[src/rtl/roi_apb_master.sv]
// APB3 requester for the ROI register slave: one command per transfer over a
// valid/ready command port, SETUP/ACCESS with wait states and timeout, response on valid/ready.
module roi_apb_master #(
  parameter int APB_DATA_W  = 32,
  parameter int APB_ADDR_W  = 12,
  parameter int TIMEOUT_CYC = 16
) (
  input  logic                  clk_i,
  input  logic                  arst_i,
  input  logic                  cmd_valid_i,
  output logic                  cmd_ready_o,
  input  logic                  cmd_write_i,
  input  logic [APB_ADDR_W-1:0] cmd_addr_i,
  input  logic [APB_DATA_W-1:0] cmd_wdata_i,
  output logic                  rsp_valid_o,
  input  logic                  rsp_ready_i,
  output logic [APB_DATA_W-1:0] rsp_rdata_o,
  output logic                  rsp_err_o,
  output logic                  busy_o,
  output logic [APB_ADDR_W-1:0] apb_paddr_o,
  output logic [APB_DATA_W-1:0] apb_pwdata_o,
  output logic                  apb_pwrite_o,
  output logic                  apb_psel_o,
  output logic                  apb_penable_o,
  input  logic [APB_DATA_W-1:0] apb_prdata_i,
  input  logic                  apb_pready_i
);

  localparam int CNT_W = $clog2(TIMEOUT_CYC + 1);
  localparam logic [CNT_W-1:0] CNT_LAST = CNT_W'(TIMEOUT_CYC - 1);
  localparam logic [CNT_W-1:0] CNT_ONE  = CNT_W'(1);

  typedef enum logic [1:0] {
    ST_IDLE   = 2'd0,
    ST_SETUP  = 2'd1,
    ST_ACCESS = 2'd2,
    ST_RESP   = 2'd3
  } state_t;

  state_t                  state_r, state_s;
  logic [CNT_W-1:0]        cnt_r, cnt_s;
  logic [APB_ADDR_W-1:0]   paddr_r, paddr_s;
  logic [APB_DATA_W-1:0]   pwdata_r, pwdata_s;
  logic                    pwrite_r, pwrite_s;
  logic                    psel_r, psel_s;
  logic                    penable_r, penable_s;
  logic                    rsp_valid_r, rsp_valid_s;
  logic [APB_DATA_W-1:0]   rsp_rdata_r, rsp_rdata_s;
  logic                    rsp_err_r, rsp_err_s;

  // State register and all registered outputs; async reset drops PSEL/PENABLE at once
  always_ff @(posedge clk_i or negedge arst_i) begin
    if (!arst_i) begin
      state_r     <= ST_IDLE;
      cnt_r       <= '0;
      paddr_r     <= '0;
      pwdata_r    <= '0;
      pwrite_r    <= 1'b0;
      psel_r      <= 1'b0;
      penable_r   <= 1'b0;
      rsp_valid_r <= 1'b0;
      rsp_rdata_r <= '0;
      rsp_err_r   <= 1'b0;
    end else begin
      state_r     <= state_s;
      cnt_r       <= cnt_s;
      paddr_r     <= paddr_s;
      pwdata_r    <= pwdata_s;
      pwrite_r    <= pwrite_s;
      psel_r      <= psel_s;
      penable_r   <= penable_s;
      rsp_valid_r <= rsp_valid_s;
      rsp_rdata_r <= rsp_rdata_s;
      rsp_err_r   <= rsp_err_s;
    end
  end

  // Next-state and next-output decode; every register holds unless its state updates it
  always_comb begin
    state_s     = state_r;
    cnt_s       = cnt_r;
    paddr_s     = paddr_r;
    pwdata_s    = pwdata_r;
    pwrite_s    = pwrite_r;
    psel_s      = psel_r;
    penable_s   = penable_r;
    rsp_valid_s = rsp_valid_r;
    rsp_rdata_s = rsp_rdata_r;
    rsp_err_s   = rsp_err_r;

    case (state_r)
      ST_IDLE: begin
        if (cmd_valid_i) begin
          pwrite_s = cmd_write_i;
          paddr_s  = cmd_addr_i;
          pwdata_s = cmd_write_i ? cmd_wdata_i : '0;
          psel_s   = 1'b1;
          state_s  = ST_SETUP;
        end else begin
          state_s  = ST_IDLE;
        end
      end
      ST_SETUP: begin
        cnt_s     = '0;
        penable_s = 1'b1;
        state_s   = ST_ACCESS;
      end
      ST_ACCESS: begin
        if (apb_pready_i) begin
          rsp_rdata_s = pwrite_r ? '0 : apb_prdata_i;
          rsp_err_s   = 1'b0;
          psel_s      = 1'b0;
          penable_s   = 1'b0;
          pwdata_s    = '0;
          rsp_valid_s = 1'b1;
          state_s     = ST_RESP;
        end else if (cnt_r == CNT_LAST) begin
          // PREADY never arrived within the window: abort with error
          rsp_rdata_s = '0;
          rsp_err_s   = 1'b1;
          psel_s      = 1'b0;
          penable_s   = 1'b0;
          pwdata_s    = '0;
          rsp_valid_s = 1'b1;
          state_s     = ST_RESP;
        end else begin
          cnt_s       = cnt_r + CNT_ONE;
        end
      end
      ST_RESP: begin
        if (rsp_ready_i) begin
          rsp_valid_s = 1'b0;
          state_s     = ST_IDLE;
        end else begin
          state_s     = ST_RESP;
        end
      end
      default: begin
        state_s     = ST_IDLE;
        psel_s      = 1'b0;
        penable_s   = 1'b0;
        rsp_valid_s = 1'b0;
      end
    endcase
  end

  assign cmd_ready_o   = (state_r == ST_IDLE);
  assign busy_o        = (state_r != ST_IDLE);
  assign rsp_valid_o   = rsp_valid_r;
  assign rsp_rdata_o   = rsp_rdata_r;
  assign rsp_err_o     = rsp_err_r;
  assign apb_paddr_o   = paddr_r;
  assign apb_pwdata_o  = pwdata_r;
  assign apb_pwrite_o  = pwrite_r;
  assign apb_psel_o    = psel_r;
  assign apb_penable_o = penable_r;

endmodule

[config.mk]
export PLATFORM = sky130hd
export DESIGN_NAME = roi_apb_master
export DESIGN_NICKNAME = d
export VERILOG_FILES = /design/src/rtl/roi_apb_master.sv
export SDC_FILE = /design/constraint.sdc
export NUM_CORES = 1
export LEC_CHECK = 0
export CAP_MARGIN = 5
export CORE_ASPECT_RATIO = 1.75
export CORE_MARGIN = 1
export CORE_UTILIZATION = 37
export CTS_CLUSTER_SIZE = 16
export DETAILED_ROUTE_END_ITERATION = 8
export GPL_TIMING_DRIVEN = 0
export HOLD_SLACK_MARGIN = 0.05
export PLACE_DENSITY_LB_ADDON = 0.2
export SYNTH_ARGS = -nofsm -noshare
export SYNTH_HDL_FRONTEND = slang
export SYNTH_SLANG_ARGS = --single-unit
[constraint.sdc]
create_clock -name clk_i -period 6 [get_ports clk_i]
set_clock_uncertainty 0.2 [all_clocks]
set_input_delay 1.2 -clock clk_i [delete_from_list [all_inputs] [get_ports clk_i]]
set_output_delay 1.2 -clock clk_i [all_outputs]
set_load 0.005 [all_outputs]
==> results.md <==
- Status: completed
- Post-CTS Setup Bufs: 0
- Pre-CTS setup slack: ~2.7 ns
- Nets: 577
- Nature of the critical path startpoint: flop
- Cts bufs inserted: 9
- Critical Path Sink Type: output port
- FF+latch count, synth: 88
- Port-buffer cells: around 160
- Tcrit/Tclk final: about 52%
- Pin count of the biggest net entering global routing: 46
- DRT antenna net count: 0
- Unrepaired setup endpoints after global routing: no
- Critical Path Max Stage Delay: between 0.5 and 0.6 ns
- Main area contributors after synthesis: dfrtp_1 61%, o21ai_0 9.0%, a22o_1 6.3%, mux2_2 4.7%, nand2_1 4.1%
- Slowest cell on crit path: clkdlybuf4s50_1
- Total of max-cap violations: 0
- Syn nets: ~400
- Initial antenna violation count: 0
- Final min period: 3.142 ns
- Crit path buffers/inverters: 3
- CTS tree: built
- Htree depth: 3
- PostCTS Resize Cnt: 0
- Area share of the largest cell type after synthesis: between 60% and 70%
- Placeable Area: approximately 0.0095 mm^2
- Vias in the first global route: 3249
- Initial Util: a little under two fifths
- Syn Area/Cell: between 10 and 15 um^2
- Slew headroom: around 60%
- Slew Limit Fails: 0
- Worst Path Max Fanout: 9
- Crit path kind: reg2out
- Diodes inserted: 0
- Gr ovfl total: 0
- Worst hold slack: about 0.28 ns
- RD Place Congestion: just under 0.8
- Drt wl/cell: about 16 um
- Ys Warns: 0
- Cell variety after synth: 31
- Seq/Total Area, Yosys: about three fifths
- Peak supply drop: 0.2507 mV
- Total wire length: ~10 mm
- Vias: about 3100
- Hold_buf cts: 0
- Number of placement rows: 47
- Synthesis-to-finish area growth: 59.13%
- Endpoints failing setup: 0
- Slew @ Worst Pin: 0.5954 ns
- Reg clk slew, reported paths: approximately 0.060 ns
- Most frequent cells in the layout: 163 x clkdlybuf4s50_1, 88 x dfrtp_1, 65 x o21ai_0
- Highest Clock Rate: about 0.32 GHz
- Worst path cell trace: buf_2 -> or2_1 -> inv_2 -> clkdlybuf4s50_1
- Clk_lat worst skew: about 0.33 ns
- Pwr Total: approximately 0.0027 W
- Synth Instances: between 300 and 400
- Most common cell after layout, fill and taps aside: clkdlybuf4s50_1
- Total I/O pin count: 165
- Crit-path leading delay family: buffers and inverters
- First-pass DRT Iterations: 4
- Pwr dens: approximately 470 mW/mm^2
- R2r setup slk: approximately 3.4 ns
- Sink Count: roughly 90
- Tot GR Track Use: around 20%
- # DRC: 0
- Clock buffer depth: 2
- Die area: 0.01021 mm^2
- Leak Pwr: ~2.5 nW
- Chip Height: about 130 um
- Mapped cell area: ~0.0036 mm^2
- Crit path DAT: roughly 1.7 ns
- First-pass GRT wire length: 16.39 mm
- CP Data Required Time: 4.60 ns
- Worst hold path class: reg2reg
- Share of layout cells above drive strength 1: under 10%
- Root buffer cell: clkbuf_16
- DRT iter0 DRCs: roughly 110
- Total negative slack: 0 ns
- Final hold violation count: 0
- Final worst setup slack: between 2 and 3 ns
- Dpl hpwl: around 7.3 mm
- DIE WIDTH: approximately 77 um
- Via density: approximately 5.1
- Yosys top cell by area: dfrtp_1
## path summary, 6_finish.rpt
check / startpoint / end / cells after the start
setup / recovery: state_r[1] / cmd_ready_o / 4
hold / removal: apb_psel_o / apb_psel_o / 1
setup reg to reg: cnt_r[0] / rsp_rdata_o[19] / 8
hold reg to reg: apb_psel_o / apb_psel_o / 1
max in group asynchronous: arst_i / apb_pwrite_o / 2
min in group asynchronous: arst_i / rsp_rdata_o[22] / 1
## report_power, final
group,leakage (nW),switching [W],internal (W)
registers,1.16,0.000142,0.000839
clock network,0.158,0.000214,0.000402
logic,1.20,0.000436,0.000670
## per-stage QoR
step	area [um^2]	cells	util (%)
final	5768	618	60.92
after global routing	5768	618	60.92
after CTS	5768	618	60.92
after detailed placement	5444	604	57.50
after global placement	5419	603	57.24
after floorplan	3625	317	-
## cells in the mapped netlist
cell and count:
o21ai_0 65, clkbuf_1 16, o21ai_1 2, o311ai_0 1, buf_6 3, ha_1 2, a21oi_1 7, inv_2 1
mux2_2 15, a21o_1 3, buf_4 3, a311o_1 2, nor2b_1 2, nand2b_1 2, nor2_1 2, or2_0 1
a22o_1 26, o31ai_1 1, and3_1 12, nand2_1 40, a211o_1 1, nor4_1 2, dfrtp_1 88, nor2_2 1
and2_4 1, nand3_1 2, inv_1 3, buf_2 4, or2_1 2, mux2_4 6, a21boi_0 1
## final cells by class
cell class | instances | area [um^2]
fill | 813 | 3700
sequential | 88 | 2202
timing repair buffer | 165 | 1667
multi-input combinational | 199 | 1271
clock buffer | 10 | 229.0
tap | 122 | 152.6
buffer | 26 | 136.4
clock inverter | 4 | 95.09
inverter | 4 | 15.01
## registers in the layout, summed over array words and instances, names as in the netlist
| name | count |
|---|---|
| apb_pwdata_o | 32 |
| rsp_rdata_o | 32 |
| apb_paddr_o | 12 |
| cnt_r | 5 |
| state_r | 2 |
| apb_penable_o | 1 |
| apb_psel_o | 1 |
| apb_pwrite_o | 1 |
| rsp_err_o | 1 |
| rsp_valid_o | 1 |
## cells by family (layout without fill, tap and decap cells)
logic type / after synthesis / in the layout / synth area share [%]
AOI/OAI and AO/OA: 109 / 109 / 18.57
DFF: 88 / 88 / 60.75
buffers and inverters: 30 / 209 / 4.177
muxes: 21 / 21 / 7.145
adders and majority gates: 2 / 2 / 0.6903
and+or+nand+nor: 67 / 67 / 8.664
## layer usage
metal	vias up	routed length, um	global-route usage (%)	part of all wire, %
li1	1474	-	-	-
met1	1514	3762	23.07	39
met2	115	5223	35.42	54
met3	18	508	5.793	5.2
met4	0	259	8.547	2.7
met5	-	0	0	0
## worst register-to-register path, stage by stage (launching register included)
cell	delay, ns
dfrtp_1	0.42
ha_1	0.25
and3_1	0.19
ha_1	0.24
or2_1	0.22
clkbuf_1	0.17
nand2_1	0.23
clkbuf_1	0.33
o21ai_0	0.17
Power figures use the tool's default switching activity.
==> patch 1 (same flow settings) <==
Set the parameter `APB_DATA_W` to 16 (it was 32).
--- a/src/rtl/roi_apb_master.sv
+++ b/src/rtl/roi_apb_master.sv
@@ -1,7 +1,7 @@
 // APB3 requester for the ROI register slave: one command per transfer over a
 // valid/ready command port, SETUP/ACCESS with wait states and timeout, response on valid/ready.
 module roi_apb_master #(
-  parameter int APB_DATA_W  = 32,
+  parameter int APB_DATA_W  = 16,
   parameter int APB_ADDR_W  = 12,
   parameter int TIMEOUT_CYC = 16
 ) (
Interface: changed (resized apb_prdata_i, apb_pwdata_o, cmd_wdata_i and rsp_rdata_o); port bits go from 165 to 101. The function was not compared with the original's and may differ.
==> patch 1 against the original RTL <==
  * Register-to-register slack improved by 210 ps
  * Sequential share of layout area rose by 2.5 points
  * Count of clock-buffer cells in the layout fell by 4
  * Synthesized area fell by 39%
  * Largest power group unchanged
  * Sequential power fell by 40%
  * Wire length fell by 47%
  * Power fell by 46%
  * Clock power fell by 60%
  * First-iteration DRC count fell by 63%
  * Via count fell by 45%
  * Worst setup slack got worse by 180 ps
  * Cell area fell by 40%
  * Largest cell class unchanged
  * Critical endpoint unchanged
  * Sequential cell count fell by 32
==> patch 1: results <==
[synth]
syn_area_per_cell_um2 = 13.7
yosysUniqueCellTypes = 30
synthTopCellsByArea = dfrtp_1, a22o_1, mux2_2
ys_seq_area_share_pct = 63.0
synth_common_cells = dfrtp_1, a22o_1, mux2_2
synth_nets = 214

[placement]
hpwl_um = 3890
dp_slack_ps = 2880
io_buffer_count = 100
dp.cells = 341

[setup_path]
reg2reg_to = rsp_rdata_o[0]
cp.arrival_ps = 1920
critPathMaxFanout = 10
r2r_cells = 6

[outcome]
status = completed

[power_and_ir_drop]
p_leak_uw = 0.00153
p_sw_share_pct = 28.9
ir_worst_vdd_uv = 241

[clocking]
path_clk_slew_ps = 100

[grt]
grtUsageTotal_pct = 17.8
grt_pass1_wl_um = 8440
globalRouteMet3Util_pct = 5.82
grt_start_max_net_pins = 35
grt_use_met1_pct = 20.2

[routing]
avgRoutedWirePerCell_um = 14.7
vias_per_cell = 4.95
vias = 1726

[timing]
period_share_pct = 55.4
whs_ps = 290
slew_headroom_pct = 61.6
-- patch 1: changes by cell type after synthesis, moves of 3 or more --
cell      delta
dfrtp_1     -32
mux2_4       -6
clkbuf_1    -15
a22o_1      +11
o21ai_0     -63
nand2_1     -36
and3_1       -9
and2_1       +3
-- patch 1: layer usage --
layer  vias up  wire (um)
met5         -          0
met4         0         78
met3         5        406
met2        69       2740
met1       840       1910
li1        812          -
-- patch 1: area by class of cell --
cell class | count | area, um2
clock buffer | 6 | 72.6
tap | 78 | 97.6
fill | 517 | 2390
sequential | 56 | 1400
timing repair buffer | 101 | 1020
clock inverter | 2 | 35.0
multi-input combinational | 89 | 731
buffer | 12 | 75.1
inverter | 5 | 18.8
-- patch 1: worst max-delay path by stage --
stage                           end  cells after the start
global route                 busy_o                      5
global placement           cnt_r[0]                      1
CTS                     cmd_ready_o                      4
floorplan                    busy_o                      4
finish                  cmd_ready_o                      4
detailed placement  apb_pwdata_o[6]                      6
-- patch 1: power groups by stage --
stage / clock network, uW / logic (uW) / registers, uW
detailed placement: 0 / 636 / 596
global placement: 0 / 628 / 592
floorplan: 0 / 274 / 601
finish: 244 / 628 / 588
global route: 265 / 690 / 609
CTS: 253 / 640 / 590
-- patch 1: cells by family after synthesis --
kind of cell               share of synthesized area, %
AOI/OAI and AO/OA                                  19.4
adders and majority gates                          1.12
DFF                                                63.0
and+or+nand+nor                                    5.73
buffers and inverters                              4.22
muxes                                              6.58
-- patch 1: critical path, cell delays in order, from the launching register on --
cell and delay, ps:
dfrtp_1 360, buf_2 160, buf_1 220, nor2_1 300, clkdlybuf4s50_1 570
==> patch 2 (same flow settings) <==
Made on the original files. Take the reset off `pwdata_r` and load it in a clocked block of its own.
--- a/src/rtl/roi_apb_master.sv
+++ b/src/rtl/roi_apb_master.sv
@@ -54,7 +54,6 @@
       state_r     <= ST_IDLE;
       cnt_r       <= '0;
       paddr_r     <= '0;
-      pwdata_r    <= '0;
       pwrite_r    <= 1'b0;
       psel_r      <= 1'b0;
       penable_r   <= 1'b0;
@@ -65,7 +64,6 @@
       state_r     <= state_s;
       cnt_r       <= cnt_s;
       paddr_r     <= paddr_s;
-      pwdata_r    <= pwdata_s;
       pwrite_r    <= pwrite_s;
       psel_r      <= psel_s;
       penable_r   <= penable_s;
@@ -73,6 +71,10 @@
       rsp_rdata_r <= rsp_rdata_s;
       rsp_err_r   <= rsp_err_s;
     end
+  end
+
+  always_ff @(posedge clk_i) begin
+    pwdata_r <= pwdata_s;
   end
 
   // Next-state and next-output decode; every register holds unless its state updates it
Check against the original RTL: not equivalent (a bounded check fails within 4 cycles, from zero or initial values and one cycle with arst_i low).
==> patch 2 against the original RTL <==
  * Fmax decreased by 4.5%
  * Via count decreased by 19%
  * Sequential share of layout area is 4.4 points higher
  * Cell area shrank 3.9%
  * Sequential cell count stayed put
  * Worst setup slack got worse by 150 ps
  * Synthesized area decreased by 5.5%
  * Critical path depth rose by 1
  * Wire length fell by 17%
  * Utilization increased by 0.45 points
  * Power is 8.0% lower
  * Highest routed layer unchanged
==> patch 2: results <==
[final_layout]
layout.nets = 488
layout-drive-gt1-share_pct = 11.0
num_antenna_cells = 0

[routing]
drt_first_iter_violations = 76
drt_first_pass_iters = 3
highest_layer = met4
wl_met3_um = 852
met1Wirelength_um = 2970
avgRoutedWirePerCell_um = 15.4
vias_per_cell = 4.78
met2_length_um = 4170

[power_and_ir_drop]
ir_worst_vdd_uv = 215
power_frac_comb_pct = 38.8
internal_power_uw = 1810
p_leak_uw = 0.00227
p_seq_share_pct = 40.1

[placement]
hpwl_um = 6280
io_buffer_count = 164
place_area_um2 = 5260
gp_congestion = 0.719

[synth]
synth-edff-count = 32
synthArstFlopShare_pct = 63.6
ys_seq_area_share_pct = 69.0
synth_common_cells = dfrtp_1, a22o_1, and2_1, edfxtp_1
synthTopCellsByArea = dfrtp_1, edfxtp_1, a22o_1
synth_nets = 311
synth_warnings = 0
yosysUniqueCellTypes = 36

[grt]
grt_pass1_vias = 2631
met2_usage_pct = 30.9
grtUsageTotal_pct = 17.9
grt_pass1_wl_um = 12800
globalRouteMet3Util_pct = 7.39
grt_start_max_net_pins = 40
antenna_found_initial = 0
grt_use_met1_pct = 18.5

[clocking]
cts_buffers = 9
insertion_delay_ps = 330
cts.path.max_buffers = 2
cts-root-buf = clkbuf_16
htreeDepth = 3
path_clk_slew_ps = 60
cts_resized = 0
cts_setup_buffers = 0

[setup_path]
max_stage_delay_ps = 520
cp_slowest_cell = clkdlybuf4s50_1
critical_path.top_delay_family = simple AND/OR/NAND/NOR gates
cp.arrival_ps = 3180
critPathMaxFanout = 17

[outcome]
status = completed

[min_path]
hp-class = flop to flop

[timing]
tightest_slew_ps = 816
setup-tns-final_ps = 0
[patch 2: cell count changes after synthesis, sizes merged, moves of 10 or more]
cell | unedited run | this run
edfxtp | 0 | 32
and3 | 12 | 2
dfrtp | 88 | 56
o21ai | 67 | 1
clkbuf | 16 | 5
nand2 | 40 | 6
and2 | 1 | 33
[patch 2: cells by family (layout without fill, tap and decap cells)]
logic type,after synthesis,after routing,share of synthesized area [%]
muxes,14,14,5.37
and+or+nand+nor,59,59,10.6
DFF,88,88,69.0
buffers and inverters,16,198,2.99
adders and majority gates,2,2,0.730
AOI/OAI and AO/OA,48,48,11.4
[patch 2: stage by stage]
step | cells | power, uW | worst slack (ps) | util [%]
after floorplan | 227 | 1390 | 2980 | -
after global placement | 511 | 1940 | 1830 | 57.7
after detailed placement | 513 | 1990 | 2330 | 58.2
after CTS | 529 | 2530 | 2670 | 61.4
after global routing | 529 | 2650 | 2530 | 61.4
final | 529 | 2490 | 2710 | 61.4
[patch 2: area by class of cell]
type,count,area [um2]
multi-input combinational,123,961
fill,741,3490
sequential,88,2360
clock inverter,4,27.5
timing repair buffer,166,1680
inverter,2,7.51
buffer,14,95.1
tap,120,150
clock buffer,12,258
[patch 2: worst paths after layout]
| check | slack (ps) | from | cells after the start | to |
|---|---|---|---|---|
| min reg2reg | 280 | cnt_r[4] | 1 | cnt_r[4] |
| max reg2reg | 3040 | cnt_r[0] | 7 | apb_pwdata_o[25] |
| min | 280 | cnt_r[4] | 1 | cnt_r[4] |
| max | 2710 | apb_pready_i | 5 | apb_pwdata_o[25] |
| min in group asynchronous | 600 | arst_i | 1 | rsp_rdata_o[24] |
| max in group asynchronous | 4450 | arst_i | 2 | apb_paddr_o[0] |
